File: src/rtl/dmem_arbiter_if.sv
// Bus bundle between the DataMemory arbiter, its core/debug requesters and DataMemory.
// The c_lock/d_lock inputs exist only when DMEM_ARB_LOCK_EN is defined.
interface dmem_arbiter_if #(
    parameter int ADDR_W = 64,
    parameter int DATA_W = 64
);
    logic              c_req;
    logic              c_we;
    logic [ADDR_W-1:0] c_addr;
    logic [DATA_W-1:0] c_wdata;
    logic              c_ready;
    logic              c_rvalid;
    logic [DATA_W-1:0] c_rdata;

    logic              d_req;
    logic              d_we;
    logic [ADDR_W-1:0] d_addr;
    logic [DATA_W-1:0] d_wdata;
    logic              d_ready;
    logic              d_rvalid;
    logic [DATA_W-1:0] d_rdata;

    logic [ADDR_W-1:0] m_addr;
    logic [DATA_W-1:0] m_wdata;
    logic              m_read;
    logic              m_write;
    logic [DATA_W-1:0] m_rdata;

    logic              busy;
    logic              grant_d;
`ifdef DMEM_ARB_LOCK_EN
    logic              c_lock;
    logic              d_lock;
`endif

    modport slave (
`ifdef DMEM_ARB_LOCK_EN
        input  c_lock, d_lock,
`endif
        input  c_req, c_we, c_addr, c_wdata,
        input  d_req, d_we, d_addr, d_wdata,
        input  m_rdata,
        output c_ready, c_rvalid, c_rdata,
        output d_ready, d_rvalid, d_rdata,
        output m_addr, m_wdata, m_read, m_write,
        output busy, grant_d
    );

    modport master (
`ifdef DMEM_ARB_LOCK_EN
        output c_lock, d_lock,
`endif
        output c_req, c_we, c_addr, c_wdata,
        output d_req, d_we, d_addr, d_wdata,
        output m_rdata,
        input  c_ready, c_rvalid, c_rdata,
        input  d_ready, d_rvalid, d_rdata,
        input  m_addr, m_wdata, m_read, m_write,
        input  busy, grant_d
    );
endinterface

File: src/rtl/dmem_arbiter.sv
// Round-robin arbiter sharing one DataMemory port between the core (C) and debug/DMA (D).
// Optional DMEM_ARB_LOCK_EN adds lock inputs allowing up to 4 consecutive grants to one port.
module dmem_arbiter #(
    parameter int ADDR_W = 64,
    parameter int DATA_W = 64
) (
    input  logic          CLK,
    input  logic          resetl,
    dmem_arbiter_if.slave bus
);
    typedef enum logic [1:0] {
        IDLE  = 2'd0,
        ISSUE = 2'd1,
        RESP  = 2'd2
    } state_t;

    state_t            r_state;
    state_t            w_next;
    logic              r_last_d;
    logic              r_grant_d;
    logic              r_we;
    logic [ADDR_W-1:0] r_addr;
    logic [DATA_W-1:0] r_wdata;
    logic [DATA_W-1:0] r_c_rdata;
    logic [DATA_W-1:0] r_d_rdata;
    logic              w_any_req;
    logic              w_win_d;
    logic              w_start;
`ifdef DMEM_ARB_LOCK_EN
    logic              r_locked;
    logic [1:0]        r_lock_cnt;
    logic              w_relock;
`endif

    // A tie goes to the port that did not win last; a held lock overrides that until the count saturates.
    always_comb begin
        w_any_req = bus.c_req | bus.d_req;
        w_win_d   = (bus.c_req & bus.d_req) ? ~r_last_d : bus.d_req;
`ifdef DMEM_ARB_LOCK_EN
        w_relock  = r_locked & (r_grant_d ? bus.d_req : bus.c_req)
                  & ~((r_lock_cnt == 2'd3) & (r_grant_d ? bus.c_req : bus.d_req));
        if (w_relock) begin
            w_win_d = r_grant_d;
        end
`endif
        w_start   = (r_state == IDLE) & w_any_req;
    end

    always_ff @(posedge CLK) begin
        if (resetl) begin
            r_state <= IDLE;
        end else begin
            r_state <= w_next;
        end
    end

    always_comb begin
        w_next       = r_state;
        bus.m_addr   = r_addr;
        bus.m_wdata  = r_wdata;
        bus.m_read   = 1'b0;
        bus.m_write  = 1'b0;
        bus.c_ready  = 1'b0;
        bus.c_rvalid = 1'b0;
        bus.d_ready  = 1'b0;
        bus.d_rvalid = 1'b0;
        bus.c_rdata  = r_c_rdata;
        bus.d_rdata  = r_d_rdata;
        bus.busy     = (r_state != IDLE);
        bus.grant_d  = r_grant_d;
        case (r_state)
            IDLE: begin
                if (w_any_req) begin
                    w_next = ISSUE;
                end
            end
            ISSUE: begin
                // Gated by reset directly so a write in flight never commits once reset is seen.
                bus.m_read  = ~r_we & ~resetl;
                bus.m_write =  r_we & ~resetl;
                w_next      = RESP;
            end
            RESP: begin
                bus.c_ready  = ~r_grant_d;
                bus.c_rvalid = ~r_grant_d & ~r_we;
                bus.d_ready  =  r_grant_d;
                bus.d_rvalid =  r_grant_d & ~r_we;
                w_next       = IDLE;
            end
            default: begin
                w_next = IDLE;
            end
        endcase
    end

    always_ff @(posedge CLK) begin
        if (resetl) begin
            r_last_d  <= 1'b1;
            r_grant_d <= 1'b0;
            r_we      <= 1'b0;
            r_addr    <= '0;
            r_wdata   <= '0;
            r_c_rdata <= '0;
            r_d_rdata <= '0;
        end else begin
            if (w_start) begin
                r_grant_d <= w_win_d;
                r_last_d  <= w_win_d;
                r_we      <= w_win_d ? bus.d_we    : bus.c_we;
                r_addr    <= w_win_d ? bus.d_addr  : bus.c_addr;
                r_wdata   <= w_win_d ? bus.d_wdata : bus.c_wdata;
            end
            if ((r_state == ISSUE) && !r_we) begin
                if (r_grant_d) begin
                    r_d_rdata <= bus.m_rdata;
                end else begin
                    r_c_rdata <= bus.m_rdata;
                end
            end
        end
    end

`ifdef DMEM_ARB_LOCK_EN
    // The owner's lock is only honoured in the IDLE cycle directly after its RESP.
    always_ff @(posedge CLK) begin
        if (resetl) begin
            r_locked   <= 1'b0;
            r_lock_cnt <= 2'd0;
        end else begin
            r_locked <= (r_state == RESP) ? (r_grant_d ? bus.d_lock : bus.c_lock) : 1'b0;
            if (w_start) begin
                if (w_relock) begin
                    r_lock_cnt <= (r_lock_cnt == 2'd3) ? 2'd3 : r_lock_cnt + 2'd1;
                end else begin
                    r_lock_cnt <= 2'd0;
                end
            end
        end
    end
`endif
endmodule
File: src/flat_wrapper.sv
// flat-port wrapper written by rule: the top's interface ports become plain ports
module dmem_arbiter_flat 
#(
    parameter int ADDR_W = 64,
    parameter int DATA_W = 64
)
  (CLK, resetl, bus_c_req, bus_c_we, bus_c_addr, bus_c_wdata, bus_d_req, bus_d_we, bus_d_addr, bus_d_wdata, bus_m_rdata, bus_c_ready, bus_c_rvalid, bus_c_rdata, bus_d_ready, bus_d_rvalid, bus_d_rdata, bus_m_addr, bus_m_wdata, bus_m_read, bus_m_write, bus_busy, bus_grant_d);
  dmem_arbiter_if #(.ADDR_W(ADDR_W), .DATA_W(DATA_W)) bus_i ();
  input  logic CLK;
  input  logic resetl;
  input wire logic [$bits(bus_i.c_req)-1:0] bus_c_req;
  input wire logic [$bits(bus_i.c_we)-1:0] bus_c_we;
  input wire logic [$bits(bus_i.c_addr)-1:0] bus_c_addr;
  input wire logic [$bits(bus_i.c_wdata)-1:0] bus_c_wdata;
  input wire logic [$bits(bus_i.d_req)-1:0] bus_d_req;
  input wire logic [$bits(bus_i.d_we)-1:0] bus_d_we;
  input wire logic [$bits(bus_i.d_addr)-1:0] bus_d_addr;
  input wire logic [$bits(bus_i.d_wdata)-1:0] bus_d_wdata;
  input wire logic [$bits(bus_i.m_rdata)-1:0] bus_m_rdata;
  output wire logic [$bits(bus_i.c_ready)-1:0] bus_c_ready;
  output wire logic [$bits(bus_i.c_rvalid)-1:0] bus_c_rvalid;
  output wire logic [$bits(bus_i.c_rdata)-1:0] bus_c_rdata;
  output wire logic [$bits(bus_i.d_ready)-1:0] bus_d_ready;
  output wire logic [$bits(bus_i.d_rvalid)-1:0] bus_d_rvalid;
  output wire logic [$bits(bus_i.d_rdata)-1:0] bus_d_rdata;
  output wire logic [$bits(bus_i.m_addr)-1:0] bus_m_addr;
  output wire logic [$bits(bus_i.m_wdata)-1:0] bus_m_wdata;
  output wire logic [$bits(bus_i.m_read)-1:0] bus_m_read;
  output wire logic [$bits(bus_i.m_write)-1:0] bus_m_write;
  output wire logic [$bits(bus_i.busy)-1:0] bus_busy;
  output wire logic [$bits(bus_i.grant_d)-1:0] bus_grant_d;
  assign bus_i.c_req = bus_c_req;
  assign bus_i.c_we = bus_c_we;
  assign bus_i.c_addr = bus_c_addr;
  assign bus_i.c_wdata = bus_c_wdata;
  assign bus_i.d_req = bus_d_req;
  assign bus_i.d_we = bus_d_we;
  assign bus_i.d_addr = bus_d_addr;
  assign bus_i.d_wdata = bus_d_wdata;
  assign bus_i.m_rdata = bus_m_rdata;
  assign bus_c_ready = bus_i.c_ready;
  assign bus_c_rvalid = bus_i.c_rvalid;
  assign bus_c_rdata = bus_i.c_rdata;
  assign bus_d_ready = bus_i.d_ready;
  assign bus_d_rvalid = bus_i.d_rvalid;
  assign bus_d_rdata = bus_i.d_rdata;
  assign bus_m_addr = bus_i.m_addr;
  assign bus_m_wdata = bus_i.m_wdata;
  assign bus_m_read = bus_i.m_read;
  assign bus_m_write = bus_i.m_write;
  assign bus_busy = bus_i.busy;
  assign bus_grant_d = bus_i.grant_d;
  dmem_arbiter #(.ADDR_W(ADDR_W), .DATA_W(DATA_W)) u_core (.CLK(CLK), .resetl(resetl), .bus(bus_i));
endmodule
File: config.mk
export PLATFORM = sky130hd
export DESIGN_NAME = dmem_arbiter_flat
export DESIGN_NICKNAME = d
export VERILOG_FILES = /design/src/rtl/dmem_arbiter_if.sv /design/src/rtl/dmem_arbiter.sv /design/src/flat_wrapper.sv
export SDC_FILE = /design/constraint.sdc
export NUM_CORES = 1
export LEC_CHECK = 0
export ABC_CLOCK_PERIOD_IN_PS = 1550
export CAP_MARGIN = 10
export CORE_AREA = 8 8 224 226
export DETAILED_ROUTE_END_ITERATION = 8
export DIE_AREA = 0 0 232 234
export HOLD_SLACK_MARGIN = 0.08
export MAX_ROUTING_LAYER = met4
export PLACE_DENSITY = 0.62
export SETUP_SLACK_MARGIN = 0.2
export SKIP_LAST_GASP = 1
export SYNTH_ARGS = -nofsm -noshare
export SYNTH_HDL_FRONTEND = slang
export SYNTH_SLANG_ARGS = --single-unit
File: constraint.sdc
create_clock -name CLK -period 1.55 [get_ports CLK]
set_input_delay 0.31 -clock CLK [delete_from_list [all_inputs] [get_ports CLK]]
set_output_delay 0.31 -clock CLK [all_outputs]
set_load 0.02 [all_outputs]
==> impl_metrics.sql <==
INSERT INTO impl_metrics (metric_group, metric, value, unit) VALUES
('worst_setup_path', 'worstReg2RegStart', 'u_core.r_state[1]$_SDFFE_PP0P_', ''),
('pwr', 'peakVddDrop', '0.0006809', 'V'),
('synth', 'ys_seq_elements', '261', ''),
('pwr', 'power_density', '994.4', 'nW/um^2'),
('route', 'drcViolationCount', '0', ''),
('route', 'post_drt_via_cell_ratio', '4.757', ''),
('status', 'outcome', 'finished with violations', ''),
('synth', 'synth.top_cells.by_count', 'sky130_fd_sc_hd__nand2_1 (514), sky130_fd_sc_hd__dfxtp_1 (261), sky130_fd_sc_hd__a21oi_1 (258)', ''),
('route', 'avgRoutedWirePerCell', '20.93', 'um'),
('timing', 'period_minus_slack', '1.780', 'ns'),
('synth', 'synth.top_cells.by_area', 'sky130_fd_sc_hd__dfxtp_1 (50%), sky130_fd_sc_hd__nand2_1 (19%), sky130_fd_sc_hd__a21oi_1 (12%), sky130_fd_sc_hd__a311oi_1 (11%), sky130_fd_sc_hd__buf_2 (3.7%)', ''),
('floorplan', 'floorplan.io_pins', '590', ''),
('timing', 'clock.fmax', '561.8', 'MHz'),
('timing', 'finalHoldViolations', '0', ''),
('route', 'met2_routed_length', '26200', 'um'),
('synth', 'post_synth_instance_area', '10370', 'sq um'),
('synth', 'synth_enable_flop_cells', '0', ''),
('route', 'routed.top_layer', 'met4', ''),
('global_routing', 'grt-ovfl-total', '0', ''),
('worst_setup_path', 'r2r_slack', '-0.19', 'ns'),
('clocking', 'clockRootBuffer', 'sky130_fd_sc_hd__clkbuf_16', ''),
('synth', 'yosys.cell_count.top_type', 'sky130_fd_sc_hd__nand2_1', ''),
('worst_hold_path', 'min_path_type', 'primary input to flop', ''),
('timing', 'worst_clock_skew', '0.007897', 'ns'),
('route', 'wl', '55960', 'um'),
('route', 'remaining_number_of_nets_flagged_by_the_antenna_check_after_routing', '0', ''),
('worst_setup_path', 'worstSetupStartpointType', 'flop', ''),
('layout', 'utilization', '45.06', '%'),
('timing', 'final.setup.tns', '-21.35', 'ns'),
('route', 'met3RoutedLength', '4975', 'um'),
('placed_design', 'globalplace.congestion', '0.9552', ''),
('status', 'violations_in_the_final_reports', 'setup timing', ''),
('synth', 'synth_seq_area_share', '50.40', '%'),
('global_routing', 'number_of_antenna_violations_at_the_first_check_in_global_routing', '2', ''),
('clocking', 'h-tree-depth', '1', ''),
('placed_design', 'hpwlAfterDp', '40260', 'um'),
('timing', 'finalSetupViolations', '261', ''),
('clocking', 'clkSinkCount', '261', ''),
('timing', 'worst_slew_pin_slew', '0.5763', 'ns'),
('worst_hold_path', 'hold_path_depth', '3', ''),
('clocking', 'clkSlewWorstSetupHoldPaths', '0.06', 'ns'),
('synth', 'postSynthAreaPerCell', '7.889', 'sq um'),
('floorplan', 'initial_utilization', '22.13', '%'),
('worst_setup_path', 'ff2ff_path_depth', '10', ''),
('worst_hold_path', 'timing.hold.worst_endpoint', 'u_core.bus.m_addr[45]$_SDFFE_PP0P_', ''),
('floorplan', 'die_x', '232', 'um'),
('route', 'firstDrtPassIters', '4', ''),
('floorplan', 'fp-row-count', '80', ''),
('worst_setup_path', 'crit_type', 'flop to output pin', ''),
('placed_design', 'numPortBuffers', '589', ''),
('clocking', 'clock_tree.buffer_depth', '3', ''),
('timing', 'post-route-period-util', '114.8', '%'),
('route', 'dr_total_vias', '12720', ''),
('worst_setup_path', 'worst_r2r_endpoint', 'u_core.bus.m_wdata[30]$_SDFFE_PP0P_', ''),
('layout', 'final_net_count', '2361', ''),
('timing', 'grt_setup_unrepaired', 'yes', ''),
('timing', 'slew_violations', '0', ''),
('synth', 'ys_types', '28', ''),
('layout', 'area.growth.synth_to_final', '103.6', '%'),
('synth', 'synth_top_flop_cell', 'sky130_fd_sc_hd__dfxtp_1', ''),
('synth', 'synth_warnings', '0', ''),
('global_routing', 'first_global_vias', '12400', ''),
('timing', 'setup_ws', '-0.2301', 'ns'),
('synth', 'post-synth-top-area-fraction', '50.40', '%'),
('synth', 'synth_nets', '1640', ''),
('layout', 'fin_cells', '2674', ''),
('clocking', 'tritoncts', 'built', ''),
('synth', 'syn_inst', '1314', ''),
('worst_hold_path', 'min_from', 'bus_c_addr[45]', ''),
('timing', 'slew_headroom', '61.58', '%'),
('clocking', 'insertion_delay', '0.56', 'ns');
cells by family after synthesis:
family | Yosys count | synth area share, %
buffers and inverters | 129 | 6.095
AOI/OAI and AO/OA | 391 | 23.66
DFF | 261 | 50.40
and+or+nand+nor | 533 | 19.84
worst max-delay path by stage:
stage / cells past startpoint / slack (ns) / end / startpoint
after floorplan: 2 / 0.14 / bus_c_rvalid / u_core.r_state[1]$_SDFFE_PP0P_
after global placement: 5 / -0.45 / u_core.bus.m_wdata[41]$_SDFFE_PP0P_ / bus_c_req
after detailed placement: 5 / -0.47 / u_core.bus.m_wdata[29]$_SDFFE_PP0P_ / bus_c_req
after CTS: 4 / -0.28 / bus_m_read / u_core.r_state[1]$_SDFFE_PP0P_
after global routing: 3 / -0.30 / bus_c_rvalid / u_core.bus.grant_d$_SDFFE_PP0P_
final: 3 / -0.23 / bus_d_rvalid / u_core.r_state[0]$_SDFFE_PP0P_
critical path: stages (launching register included):
cell and delay [ns]:
sky130_fd_sc_hd__dfxtp_4 0.38, sky130_fd_sc_hd__and3b_1 0.24, sky130_fd_sc_hd__nor2b_2 0.15, sky130_fd_sc_hd__buf_6 0.13
area by class of cell:
| type | instances | area, sq um |
|---|---|---|
| flip-flops and latches | 261 | 5583 |
| inverters | 1 | 3.754 |
| repair buffers | 817 | 8899 |
| well taps | 615 | 769.5 |
| multi-input cells | 924 | 4877 |
| diodes | 2 | 5.005 |
| clock buffers | 47 | 905.9 |
| fillers | 4371 | 25740 |
| clock inverters | 7 | 63.81 |
repair_timing:
| action | 4_1_cts | 5_1_grt |
|---|---|---|
| hold buffers | 1 | 0 |
| setup endpoints to repair | 521 | 508 |
| hold endpoints to repair | 1 | 0 |
| pin swaps | 2 | 49 |
| buffers inserted | 32 | 68 |
| resized for setup | 1767 | 158 |
| cloned | 0 | 22 |
through the flow:
stage               total power (uW)  hold WS (ns)  cell area [sq um]
floorplan                       9787        0.4460              10410
global placement               12860        0.4391              17690
detailed placement             12910        0.4438              17690
CTS                            20390        0.2742              19540
global route                   21810        0.2997              21110
finish                         20990        0.3049              21110
power by group:
part	switching, uW	internal (uW)
clock	2920	4140
combinational	2850	3270
sequential	443	7360
total	6220	14800
sequential cells by signal, summed over array words and instances, names as in the netlist:
name,count
u_core.bus.grant_d,1
u_core.bus.c_rdata,64
u_core.bus.d_rdata,64
u_core.bus.m_wdata,64
u_core.bus.m_addr,64
u_core.r_last_d,1
u_core.r_we,1
u_core.r_state,2
routing by layer:
metal	up-vias	GRT usage [%]
li1	5995	-
met1	6041	20.63
met2	582	29.00
met3	103	5.407
met4	0	8.460
met5	-	-
cell usage in the layout (no fill, tap or decap), types with 2 or more instances in the layout:
cell,instances
sky130_fd_sc_hd__nand2_1,495
sky130_fd_sc_hd__buf_8,15
sky130_fd_sc_hd__clkdlybuf4s50_1,324
sky130_fd_sc_hd__a311oi_1,122
sky130_fd_sc_hd__nor2_4,2
sky130_fd_sc_hd__nand2_2,15
sky130_fd_sc_hd__a21oi_1,222
sky130_fd_sc_hd__buf_4,151
sky130_fd_sc_hd__clkinv_2,4
sky130_fd_sc_hd__clkbuf_16,47
sky130_fd_sc_hd__a21oi_2,36
sky130_fd_sc_hd__nand2_4,4
sky130_fd_sc_hd__diode_2,2
sky130_fd_sc_hd__o21ai_0,2
sky130_fd_sc_hd__dfxtp_2,247
sky130_fd_sc_hd__clkbuf_8,8
sky130_fd_sc_hd__buf_12,43
sky130_fd_sc_hd__dfxtp_4,13
sky130_fd_sc_hd__clkbuf_1,9
sky130_fd_sc_hd__a311oi_2,7
sky130_fd_sc_hd__buf_6,265
Power figures use the tool's default switching activity.
